$ cat config.mk
export PLATFORM = sky130hd
export DESIGN_NAME = bconv_stream
export DESIGN_NICKNAME = d
export VERILOG_FILES = /design/src/rtl/bconv_pkg.sv /design/src/rtl/bconv_line_buffer.sv /design/src/rtl/bconv_stream.sv
export SDC_FILE = /design/constraint.sdc
export NUM_CORES = 2
export LEC_CHECK = 0
export BUFFER_PORTS_ARGS = -buffer_cell sky130_fd_sc_hd__buf_2
export CORE_MARGIN = 2
export CORE_UTILIZATION = 45
export DETAILED_ROUTE_END_ITERATION = 6
export HOLD_SLACK_MARGIN = 0.15
export PLACE_DENSITY = 0.72
export SYNTH_ARGS = -nofsm -noshare
export SYNTH_HDL_FRONTEND = slang
export SYNTH_SLANG_ARGS = --single-unit
export TNS_END_PERCENT = 1
$ cat constraint.sdc
create_clock -name clk -period 12.15 [get_ports clk]
set_input_delay 2.43 -clock clk [delete_from_list [all_inputs] [get_ports clk]]
set_output_delay 2.43 -clock clk [all_outputs]
set_load 0.03 [all_outputs]
$ cat src/rtl/bconv_pkg.sv
// bconv_pkg: shared definitions for the binary convolution stream.
//   state_e      - frame FSM states (IDLE, FILL, STREAM)
//   MAX_K        - largest supported kernel size
//   MAX_CNT_W    - popcount width for the largest kernel
//   CNT_W        - popcount width for the default 3x3 kernel
//   calc_cnt_w() - popcount width for a given kernel size, $clog2(K*K+1)
//   popcount()   - ones count over a MAX_K*MAX_K window vector
package bconv_pkg;

  typedef enum logic [1:0] {
    ST_IDLE   = 2'd0,
    ST_FILL   = 2'd1,
    ST_STREAM = 2'd2
  } state_e;

  localparam int unsigned MAX_K     = 5;
  localparam int unsigned MAX_CNT_W = $clog2(MAX_K * MAX_K + 1);
  localparam int unsigned CNT_W     = $clog2(3 * 3 + 1);

  function automatic int unsigned calc_cnt_w(input int unsigned k);
    return $clog2(k * k + 1);
  endfunction

  // Unused upper bits of the window vector must be zero.
  function automatic logic [MAX_CNT_W-1:0] popcount(input logic [MAX_K*MAX_K-1:0] v);
    logic [MAX_CNT_W-1:0] n;
    n = '0;
    for (int unsigned i = 0; i < MAX_K * MAX_K; i++) begin
      n = n + MAX_CNT_W'(v[i]);
    end
    return n;
  endfunction

endpackage

$ cat src/rtl/bconv_line_buffer.sv
// bconv_line_buffer: K-row shift buffer of binary image rows.
//   clk      - clock, rising edge
//   wr_en_i  - shift row_i in as the newest row
//   row_i    - incoming row, bit j is column j
//   rows_o   - buffered rows, rows_o[0] oldest, rows_o[K-1] newest
// Contents are not reset; the fill phase of every frame overwrites them.
module bconv_line_buffer #(
  parameter int unsigned IMG_W = 28,
  parameter int unsigned K     = 3
) (
  input  logic                      clk,
  input  logic                      wr_en_i,
  input  logic [IMG_W-1:0]          row_i,
  output logic [K-1:0][IMG_W-1:0]   rows_o
);

  logic [K-1:0][IMG_W-1:0] rows_q;
  logic [K-1:0][IMG_W-1:0] rows_d;

  always_comb begin
    rows_d = rows_q;
    if (wr_en_i) begin
      for (int unsigned i = 0; i < K - 1; i++) begin
        rows_d[i] = rows_q[i+1];
      end
      rows_d[K-1] = row_i;
    end
  end

  always_ff @(posedge clk) begin
    rows_q <= rows_d;
  end

  assign rows_o = rows_q;

endmodule

$ cat src/rtl/bconv_stream.sv
// bconv_stream: streaming binary (XNOR-popcount) 2-D convolution.
// Rows arrive one per handshake; after K-1 fill rows every accepted row
// yields one registered output row of N_CH x OW popcounts.
//   clk, rst_n            - clock, synchronous active-low reset
//   start_i               - frame start pulse (IDLE only), latches kernels
//   kernel_i              - [ch][r][c] binary kernels
//   row_i                 - input row, bit j is column j
//   row_valid_i/row_ready_o - input row handshake
//   out_o                 - [ch][x] popcounts of the presented output row
//   out_valid_o/out_ready_i - output row handshake
//   out_row_o             - index of the presented output row
//   busy_o                - frame in progress
//   frame_done_o          - one-cycle pulse when the last output row is taken
// Optional feature, macro BCONV_THRESH_EN: adds thresh_i [ch] (latched at
// start_i) and bin_o [ch][x] = (out_o[ch][x] >= thresh[ch]).
module bconv_stream
  import bconv_pkg::*;
#(
  parameter  int unsigned IMG_W = 28,
  parameter  int unsigned IMG_H = 28,
  parameter  int unsigned K     = 3,
  parameter  int unsigned N_CH  = 4,
  localparam int unsigned OW    = IMG_W - K + 1,
  localparam int unsigned OH    = IMG_H - K + 1,
  localparam int unsigned CNT_W = calc_cnt_w(K),
  localparam int unsigned OR_W  = (OH > 1) ? $clog2(OH) : 1
) (
  input  logic                                clk,
  input  logic                                rst_n,
  input  logic                                start_i,
  input  logic [N_CH-1:0][K-1:0][K-1:0]       kernel_i,
`ifdef BCONV_THRESH_EN
  input  logic [N_CH-1:0][CNT_W-1:0]          thresh_i,
  output logic [N_CH-1:0][OW-1:0]             bin_o,
`endif
  input  logic [IMG_W-1:0]                    row_i,
  input  logic                                row_valid_i,
  output logic                                row_ready_o,
  output logic [N_CH-1:0][OW-1:0][CNT_W-1:0]  out_o,
  output logic                                out_valid_o,
  input  logic                                out_ready_i,
  output logic [OR_W-1:0]                     out_row_o,
  output logic                                busy_o,
  output logic                                frame_done_o
);

  localparam int unsigned FC_W = (K > 2) ? $clog2(K - 1) : 1;
  localparam int unsigned OC_W = $clog2(OH + 1);

  state_e                               state_q, state_d;
  logic [N_CH-1:0][K-1:0][K-1:0]        kernel_q, kernel_d;
  logic [FC_W-1:0]                      fill_cnt_q, fill_cnt_d;
  logic [OC_W-1:0]                      out_cnt_q, out_cnt_d;
  logic [N_CH-1:0][OW-1:0][CNT_W-1:0]   out_q, out_d;
  logic                                 out_valid_q, out_valid_d;
  logic [OR_W-1:0]                      out_row_q, out_row_d;
  logic                                 busy_q, busy_d;
  logic                                 frame_done_q, frame_done_d;

  logic                                 row_ready;
  logic                                 accept;
  logic                                 consume;
  logic [K-1:0][IMG_W-1:0]              rows;
  logic [K-1:0][IMG_W-1:0]              win;
  logic [MAX_K*MAX_K-1:0]               vec;
  logic [N_CH-1:0][OW-1:0][CNT_W-1:0]   cnt_nxt;

`ifdef BCONV_THRESH_EN
  logic [N_CH-1:0][CNT_W-1:0]           thresh_q, thresh_d;
  logic [N_CH-1:0][OW-1:0]              bin_q, bin_d;
  logic [N_CH-1:0][OW-1:0]              bin_nxt;
`endif

  bconv_line_buffer #(
    .IMG_W (IMG_W),
    .K     (K)
  ) u_line_buffer (
    .clk     (clk),
    .wr_en_i (accept),
    .row_i   (row_i),
    .rows_o  (rows)
  );

  // Once all OH output rows have been launched no further rows belong to
  // this frame, so the input side closes until the next start.
  always_comb begin
    row_ready = 1'b0;
    unique case (state_q)
      ST_FILL:   row_ready = 1'b1;
      ST_STREAM: row_ready = (out_cnt_q < OC_W'(OH)) && (!out_valid_q || out_ready_i);
      default:   row_ready = 1'b0;
    endcase
  end

  assign accept  = row_valid_i && row_ready;
  assign consume = out_valid_q && out_ready_i;

  // The output is registered on the accepting edge, so the window is the
  // buffer as it will be after the shift: rows 1..K-1 plus the incoming row.
  always_comb begin
    win = '0;
    for (int unsigned r = 0; r < K - 1; r++) begin
      win[r] = rows[r+1];
    end
    win[K-1] = row_i;

    vec     = '0;
    cnt_nxt = '0;
    for (int unsigned ch = 0; ch < N_CH; ch++) begin
      for (int unsigned x = 0; x < OW; x++) begin
        vec = '0;
        for (int unsigned r = 0; r < K; r++) begin
          for (int unsigned c = 0; c < K; c++) begin
            vec[r*K+c] = ~(win[r][x+c] ^ kernel_q[ch][r][c]);
          end
        end
        cnt_nxt[ch][x] = CNT_W'(popcount(vec));
      end
    end
  end

`ifdef BCONV_THRESH_EN
  always_comb begin
    bin_nxt = '0;
    for (int unsigned ch = 0; ch < N_CH; ch++) begin
      for (int unsigned x = 0; x < OW; x++) begin
        bin_nxt[ch][x] = (cnt_nxt[ch][x] >= thresh_q[ch]);
      end
    end
  end
`endif

  always_comb begin
    state_d      = state_q;
    kernel_d     = kernel_q;
    fill_cnt_d   = fill_cnt_q;
    out_cnt_d    = out_cnt_q;
    out_d        = out_q;
    out_valid_d  = out_valid_q;
    out_row_d    = out_row_q;
    busy_d       = busy_q;
    frame_done_d = 1'b0;
`ifdef BCONV_THRESH_EN
    thresh_d     = thresh_q;
    bin_d        = bin_q;
`endif

    unique case (state_q)
      ST_IDLE: begin
        if (start_i) begin
          kernel_d   = kernel_i;
`ifdef BCONV_THRESH_EN
          thresh_d   = thresh_i;
`endif
          fill_cnt_d = '0;
          out_cnt_d  = '0;
          busy_d     = 1'b1;
          state_d    = ST_FILL;
        end
      end

      ST_FILL: begin
        if (accept) begin
          if (fill_cnt_q == FC_W'(K - 2)) begin
            fill_cnt_d = '0;
            state_d    = ST_STREAM;
          end else begin
            fill_cnt_d = fill_cnt_q + 1'b1;
          end
        end
      end

      ST_STREAM: begin
        if (accept) begin
          out_d       = cnt_nxt;
`ifdef BCONV_THRESH_EN
          bin_d       = bin_nxt;
`endif
          out_valid_d = 1'b1;
          out_row_d   = OR_W'(out_cnt_q);
          out_cnt_d   = out_cnt_q + 1'b1;
        end else if (consume) begin
          out_valid_d = 1'b0;
        end
        if (consume && (out_row_q == OR_W'(OH - 1))) begin
          frame_done_d = 1'b1;
          busy_d       = 1'b0;
          fill_cnt_d   = '0;
          out_cnt_d    = '0;
          state_d      = ST_IDLE;
        end
      end

      default: begin
        state_d = ST_IDLE;
        busy_d  = 1'b0;
      end
    endcase
  end

  always_ff @(posedge clk) begin
    kernel_q <= kernel_d;
`ifdef BCONV_THRESH_EN
    thresh_q <= thresh_d;
`endif
    if (!rst_n) begin
      state_q      <= ST_IDLE;
      fill_cnt_q   <= '0;
      out_cnt_q    <= '0;
      out_q        <= '0;
      out_valid_q  <= 1'b0;
      out_row_q    <= '0;
      busy_q       <= 1'b0;
      frame_done_q <= 1'b0;
`ifdef BCONV_THRESH_EN
      bin_q        <= '0;
`endif
    end else begin
      state_q      <= state_d;
      fill_cnt_q   <= fill_cnt_d;
      out_cnt_q    <= out_cnt_d;
      out_q        <= out_d;
      out_valid_q  <= out_valid_d;
      out_row_q    <= out_row_d;
      busy_q       <= busy_d;
      frame_done_q <= frame_done_d;
`ifdef BCONV_THRESH_EN
      bin_q        <= bin_d;
`endif
    end
  end

  assign row_ready_o  = row_ready;
  assign out_o        = out_q;
  assign out_valid_o  = out_valid_q;
  assign out_row_o    = out_row_q;
  assign busy_o       = busy_q;
  assign frame_done_o = frame_done_q;
`ifdef BCONV_THRESH_EN
  assign bin_o        = bin_q;
`endif

endmodule
Word level (Yosys, flattened, before mapping)
Cells that the tools add are included.
- add/subtract/negate cells: 834
- multiplexer cells: 20
- eq/ne operators: 8
- magnitude comparators: 1
- bitwise gates (word level): 1873
- reductions and logical operators: 18
- operators by type and width (cell ; number):
    $add 4x1->4 ; 520
    $not 1->1 ; 937
    $xor 1x1->1 ; 936
    $add 3x1->4 ; 104
    $add 2x1->3 ; 104
    $add 1x1->2 ; 104
    $mux 5 ; 3
    $pmux 5 s2 ; 1
    $mux 1 ; 8
    $mux 2 ; 4
    $ne 2x2->1 const B ; 4
    $reduce_and 2->1 ; 4
    $reduce_and 4->1 ; 2
    $pmux 1 s3 ; 2
    $pmux 2 s3 ; 1
    $reduce_and 3->1 ; 2
    $add 5x1->5 const B ; 1
    $eq 5x5->1 const B ; 1
    $lt 5x5->1 const B ; 1
    $logic_and 1x1->1 ; 4
    $reduce_bool 2->1 ; 2
    $ne 3x3->1 const B ; 1
    $reduce_bool 3->1 ; 1
    $eq 2x1->1 const B ; 1
    other kinds (6) ; 6
- input bits: 69
- output and inout port bits: 425
- word-level logic and storage cells: 2879
- bits in registers: 524

Longest topological paths before layout
- depth in word-level cells: 10
- mapped depth: 14

Modules after synthesis
Synthesis repeated with hierarchy kept, for this count alone.
- cell total of the unflattened synthesis: 4599
- area, all modules: 45652.5 um2
- modules (own cells, without submodules) (module ; area an instance (um2) ; cells each ; times used ; seq. area each (um2)):
    bconv_stream ; 43130.1 ; 4515 ; 1 ; 9729.3
    bconv_line_buffer ; 2522.4 ; 84 ; 1 ; 2522.4

Worst setup path before layout
Ideal clock, no wire load.
- path kind: input-to-reg
- start: in out_ready_i
- end: reg u_line_buffer.rows_q, in the netlist u_line_buffer.rows_o[28], enable pin
- path buffers: 1
- arrival: 5242 ps
- setup slack: 6438 ps
- cell stages on the path: 4
- cells stage by stage: nand2b_1 > a41oi_2 > buf_2 > nor2_1
- cells in the longest elaborated chain, start to end: 4
- RTL lines (item ; RTL line ; RTL):
    from (decl) ; bconv_stream.sv:41 ; input logic out_ready_i,
    $logic_or 1x1->1 ; bconv_stream.sv:90 ; ST_STREAM: row_ready = (out_cnt_q < OC_W'(OH)) && (!out_valid_q || out_ready_i);
    $logic_and 1x1->1 ; bconv_stream.sv:90 ;
    $pmux 1 s2 ; bconv_stream.sv:88 ; unique case (state_q)
    $logic_and 1x1->1 ; bconv_stream.sv:95 ; assign accept = row_valid_i && row_ready;
    named net accept ; bconv_stream.sv:61 ; logic accept;
    to (signal assigned) ; bconv_line_buffer.sv:31 ; rows_q <= rows_d;
    to (decl) ; bconv_line_buffer.sv:17 ; logic [K-1:0][IMG_W-1:0] rows_q;
The timed path passes the listed nets, and every way through them passes these cells.
A chain may end at the register's enable or synchronous reset.

Final worst setup path
- start: in out_ready_i
- end: out row_ready_o
- cells in the longest elaborated chain, start to end: 3
- RTL lines (item ; RTL line ; RTL):
    $logic_or 1x1->1 ; bconv_stream.sv:90 ;
    $logic_and 1x1->1 ; bconv_stream.sv:90 ;
    $pmux 1 s2 ; bconv_stream.sv:88 ;
    to (decl) ; bconv_stream.sv:38 ; output logic row_ready_o,
Every way passes these cells.

==> Flow_metrics.wiki <==
{| class="wikitable"
! Metric !! Value
|-
| Remaining design rule violation count || 0
|-
| Worst setup path class || in -> out
|-
| Router iterations before antenna repair || 5
|-
| Critical Path RT || approximately 10 ns
|-
| Worst vdd rail ir drop || 0.118 mV
|-
| Minimum setup slack after placement || between 5 and 6 ns
|-
| R2r endpoint || out_o[226]$_SDFFE_PN0P_
|-
| Global route overflow || 0
|-
| Cell family contributing the most delay on the critical path || buffers and inverters
|-
| Count of vias placed by the detailed router || 34,000
|-
| Area of the die || 0.104 mm2
|-
| Largest stage delay, worst path || 0.68 ns
|-
| Area Overhead vs Synth || 12.1%
|-
| Per-instance average area after synthesis || about 10 um2
|-
| Number of maximum-capacitance violations || 0
|-
| Die height || about 320 um
|-
| Number of hold violations in the final report || 0
|-
| Iteration-0 DRC count of the detailed router || ~2,700
|-
| Antenna viol nets, final || 0
|-
| Hold slack || ~0.45 ns
|-
| Post-synthesis instance area || ~0.046 mm2
|-
| Area of the core || approximately 0.1 mm2
|-
| Sort of element at the start of the critical path || input port
|-
| Final min period || 6.39 ns
|-
| Worst Max-Slew Pin Slew || 1.53 ns
|-
| Detailed-route vias per instance || between 5 and 6
|-
| Clk Tree Root Cell || clkbuf_16
|-
| Final routed wire length divided by cell count || 24.4 um
|-
| R2R Setup Slk || about 7.5 ns
|-
| Number of antenna violations at the first check in global routing || 13
|-
| Net total in the final layout || 5,635
|-
| Setup TNS || 0 ns
|-
| Cell mode on critical path || buf_2
|-
| Power density normalized to cell area || 210 mW/mm2
|-
| Register bit count reported by yosys || 524
|-
| Critical Path End || row_ready_o
|-
| Cell-by-cell listing of the critical path || buf_2, nand2b_1, a41oi_2, inv_6, buf_2
|-
| Number of buffers and inverters on the critical path || 3
|-
| Row count || 116
|-
| Max-slew violation count || 24
|-
| Maximum number of pins on one net before global-route repair || approximately 160
|-
| Maximum achievable frequency || approximately 0.16 GHz
|-
| Part of the Yosys area used for sequential elements || 25.0%
|-
| Critical path data arrival time || 3.96 ns
|-
| Total area of sequential cells || roughly 0.011 mm2
|-
| Global-route usage over all layers || roughly 29%
|-
| Logic depth of the worst register-to-register path || 13
|-
| Relative slew margins || -1.67%
|-
| IO Count || 494
|-
| Setup repair after global routing missed its margin || no
|-
| Area of combinational cells with multiple inputs || 0.0304 mm2
|-
| Hold Path Cell Cnt || 2
|-
| Static power due to leakage || between 20 and 25 nW
|-
| Wire length of the first global-routing pass || 225,000 um
|-
| Number of clock buffers inserted by TritonCTS || 61
|-
| Routed WL || 152,000 um
|-
| Number of distinct standard cells referenced by the synthesized netlist || 41
|-
| Post-route clock period utilization || 52.6%
|-
| Global placer's final weighted congestion || 0.897
|-
| Clock network latency to the later pin of the worst-skew pair || 0.69 ns
|-
| Worst min-delay path category || reg -> reg
|-
| Vias in the first global route || 35,200
|-
| Warnings, synthesis || 0
|-
| Number of buffers inserted to repair setup after CTS || 0
|-
| CP endpoint kind || output pin
|-
| Critical register-to-register path startpoint || kernel_q[19]$_DFFE_PP_
|-
| Total number of clock tree sinks || 524
|-
| Number of cells on the critical path || 5
|-
| PnR worst setup slack || 5.76 ns
|-
| Clock H-tree levels || 2
|-
| Share of post-route cells with drive strength above 1 || between 10% and 20%
|-
| Port buffer count || slightly below 500
|-
| Outcome || finished, violations left
|-
| CTS clock-pin slew for the worst setup and hold paths || approximately 0.06 ns
|-
| Slowest CP cell || a41oi_2
|-
| Number of gates given a new drive strength after cts || 0
|-
| Bufs on Longest Clock Path || 3
|-
| Post-Syn Nets || 5,340
|-
| Horizontal extent of the die || approximately 320 um
|-
| Final worst clock skew || 0.0340 ns
|-
| Maximum fanout along the worst path || 26
|-
| Number of standard cells after synthesis || about 4,500
|-
| Violations in the final reports || slew limit
|-
| Source of the critical timing path || out_ready_i
|-
| Final number of setup-violating endpoints || 0
|-
| Total of fill cells in the finished design || 9,154
|-
| Half-perimeter wire length after placement || around 110,000 um
|-
| Hold buffer count at cts || 0
|-
| TritonCTS clock tree || done
|-
| Starting utilization of the core area || 45.4%
|}
## sequential cells by signal, indices dropped and copies added (netlist names), 2 cells and up
name	cells
kernel_q	36
out_row_o	5
out_cnt_q	5
out_o	416
state_q	2
u_line_buffer.rows_o	56
## cell usage after synthesis (all sizes together)
| cell | instances | share of area (%) |
|---|---|---|
| and2 | 3 | 0.041 |
| a21boi | 1 | 0.016 |
| o41ai | 2 | 0.038 |
| o31ai | 2 | 0.033 |
| edfxtp | 92 | 6.1 |
| nand4bb | 2 | 0.049 |
| nand3 | 80 | 0.88 |
| a211oi | 139 | 2.3 |
| nor3 | 2 | 0.033 |
| a31oi | 143 | 2.0 |
| o311a | 2 | 0.044 |
| mux2 | 1 | 0.025 |
| o311ai | 1 | 0.019 |
| a21o | 78 | 1.3 |
| xnor2 | 635 | 12 |
| nor4 | 2 | 0.027 |
| ha | 214 | 5.9 |
| nor2b | 28 | 0.38 |
| o31a | 1 | 0.019 |
| nand4 | 2 | 0.027 |
| clkbuf | 168 | 1.4 |
| nor2 | 1 | 0.0082 |
| buf | 194 | 2.1 |
| a41oi | 1 | 0.036 |
| xor2 | 405 | 7.8 |
| fa | 520 | 23 |
| nand2 | 468 | 3.9 |
| mux2i | 282 | 6.2 |
| dfxtp | 432 | 19 |
| nand2b | 1 | 0.014 |
| o211ai | 32 | 0.53 |
| o21a | 1 | 0.016 |
| o211a | 1 | 0.022 |
| inv | 594 | 4.9 |
| a21oi | 3 | 0.033 |
| or4 | 4 | 0.066 |
## per-stage QoR
stage	cell area, um2	cells	power, mW	utilization, %
after floorplan	45600	4537	6.88	-
after global placement	49000	6126	8.56	48.9
after detailed placement	49000	6126	8.80	48.9
after CTS	51100	6241	10.8	50.9
after global routing	51100	6242	11.7	50.9
final	51100	6245	10.7	50.9
## area by class of cell
cell class | count | share of cell area, %
Clock inverter | 33 | 0.588
Multi-Input combinational cell | 3057 | 59.5
Clock buffer | 82 | 3.45
Sequential cell | 524 | 22.3
Antenna cell | 4 | 0.0196
Timing Repair Buffer | 594 | 6.37
Tap cell | 1357 | 3.32
Inverter | 594 | 4.38
## worst min-delay path, cell delays in order (launching register included)
cell,delay [ns]
dfxtp_1,0.30
nand2_1,0.05
mux2i_1,0.05
## cells by family (layout without fill, tap and decap cells)
kind of cell,after synthesis,in the layout,share of synthesized area (%)
xor+xnor,1040,1040,20.0
buf+inv,956,1303,8.33
fa+ha+maj,734,734,28.7
simple gates,593,593,5.38
flops,524,524,25.0
compound gates,407,407,6.34
mux,283,283,6.22
other cells,0,4,0
## worst min-delay path by stage
stage / slack [ns] / start / endpoint
2_1_floorplan: 0.42 / u_line_buffer.rows_o[57]$_DFFE_PP_ / u_line_buffer.rows_o[29]$_DFFE_PP_
3_3_place_gp: 0.44 / out_o[156]$_SDFFE_PN0P_ / out_o[156]$_SDFFE_PN0P_
3_5_place_dp: 0.44 / out_o[232]$_SDFFE_PN0P_ / out_o[232]$_SDFFE_PN0P_
4_1_cts: 0.45 / out_o[120]$_SDFFE_PN0P_ / out_o[120]$_SDFFE_PN0P_
5_1_grt: 0.46 / out_o[252]$_SDFFE_PN0P_ / out_o[252]$_SDFFE_PN0P_
6_report: 0.45 / out_o[201]$_SDFFE_PN0P_ / out_o[201]$_SDFFE_PN0P_
## placed cells by master, fill, tap and decap left out, types with 4 or more instances in the layout
| cell | count |
|---|---|
| a31oi_1 | 143 |
| inv_6 | 7 |
| clkbuf_16 | 65 |
| xnor2_1 | 635 |
| o211ai_1 | 32 |
| clkinv_4 | 11 |
| inv_1 | 592 |
| dfxtp_1 | 432 |
| ha_1 | 213 |
| a21o_1 | 78 |
| nor2b_1 | 28 |
| mux2i_1 | 282 |
| a211oi_1 | 139 |
| or4_1 | 4 |
| nand2_1 | 468 |
| nand3_1 | 79 |
| clkbuf_8 | 7 |
| clkbuf_1 | 10 |
| edfxtp_1 | 92 |
| buf_2 | 491 |
| fa_1 | 520 |
| xor2_1 | 405 |
| clkinv_2 | 9 |
| diode_2 | 4 |
| buf_4 | 100 |
## where the power goes
group	switching [mW]	total, mW	internal [mW]
clock	0.846	1.92	1.07
combinational	3.95	6.92	2.97
sequential	0.0574	1.87	1.81
## routing by layer
layer	track usage [%]	vias to the layer above	wire length [um]
li1	-	14800	-
met3	6.82	416	13900
met4	15.3	12	8830
met2	47.5	1520	70500
met1	36.3	17200	59000
met5	0	-	73
No activity file was read; power rests on OpenSTA's default activity.
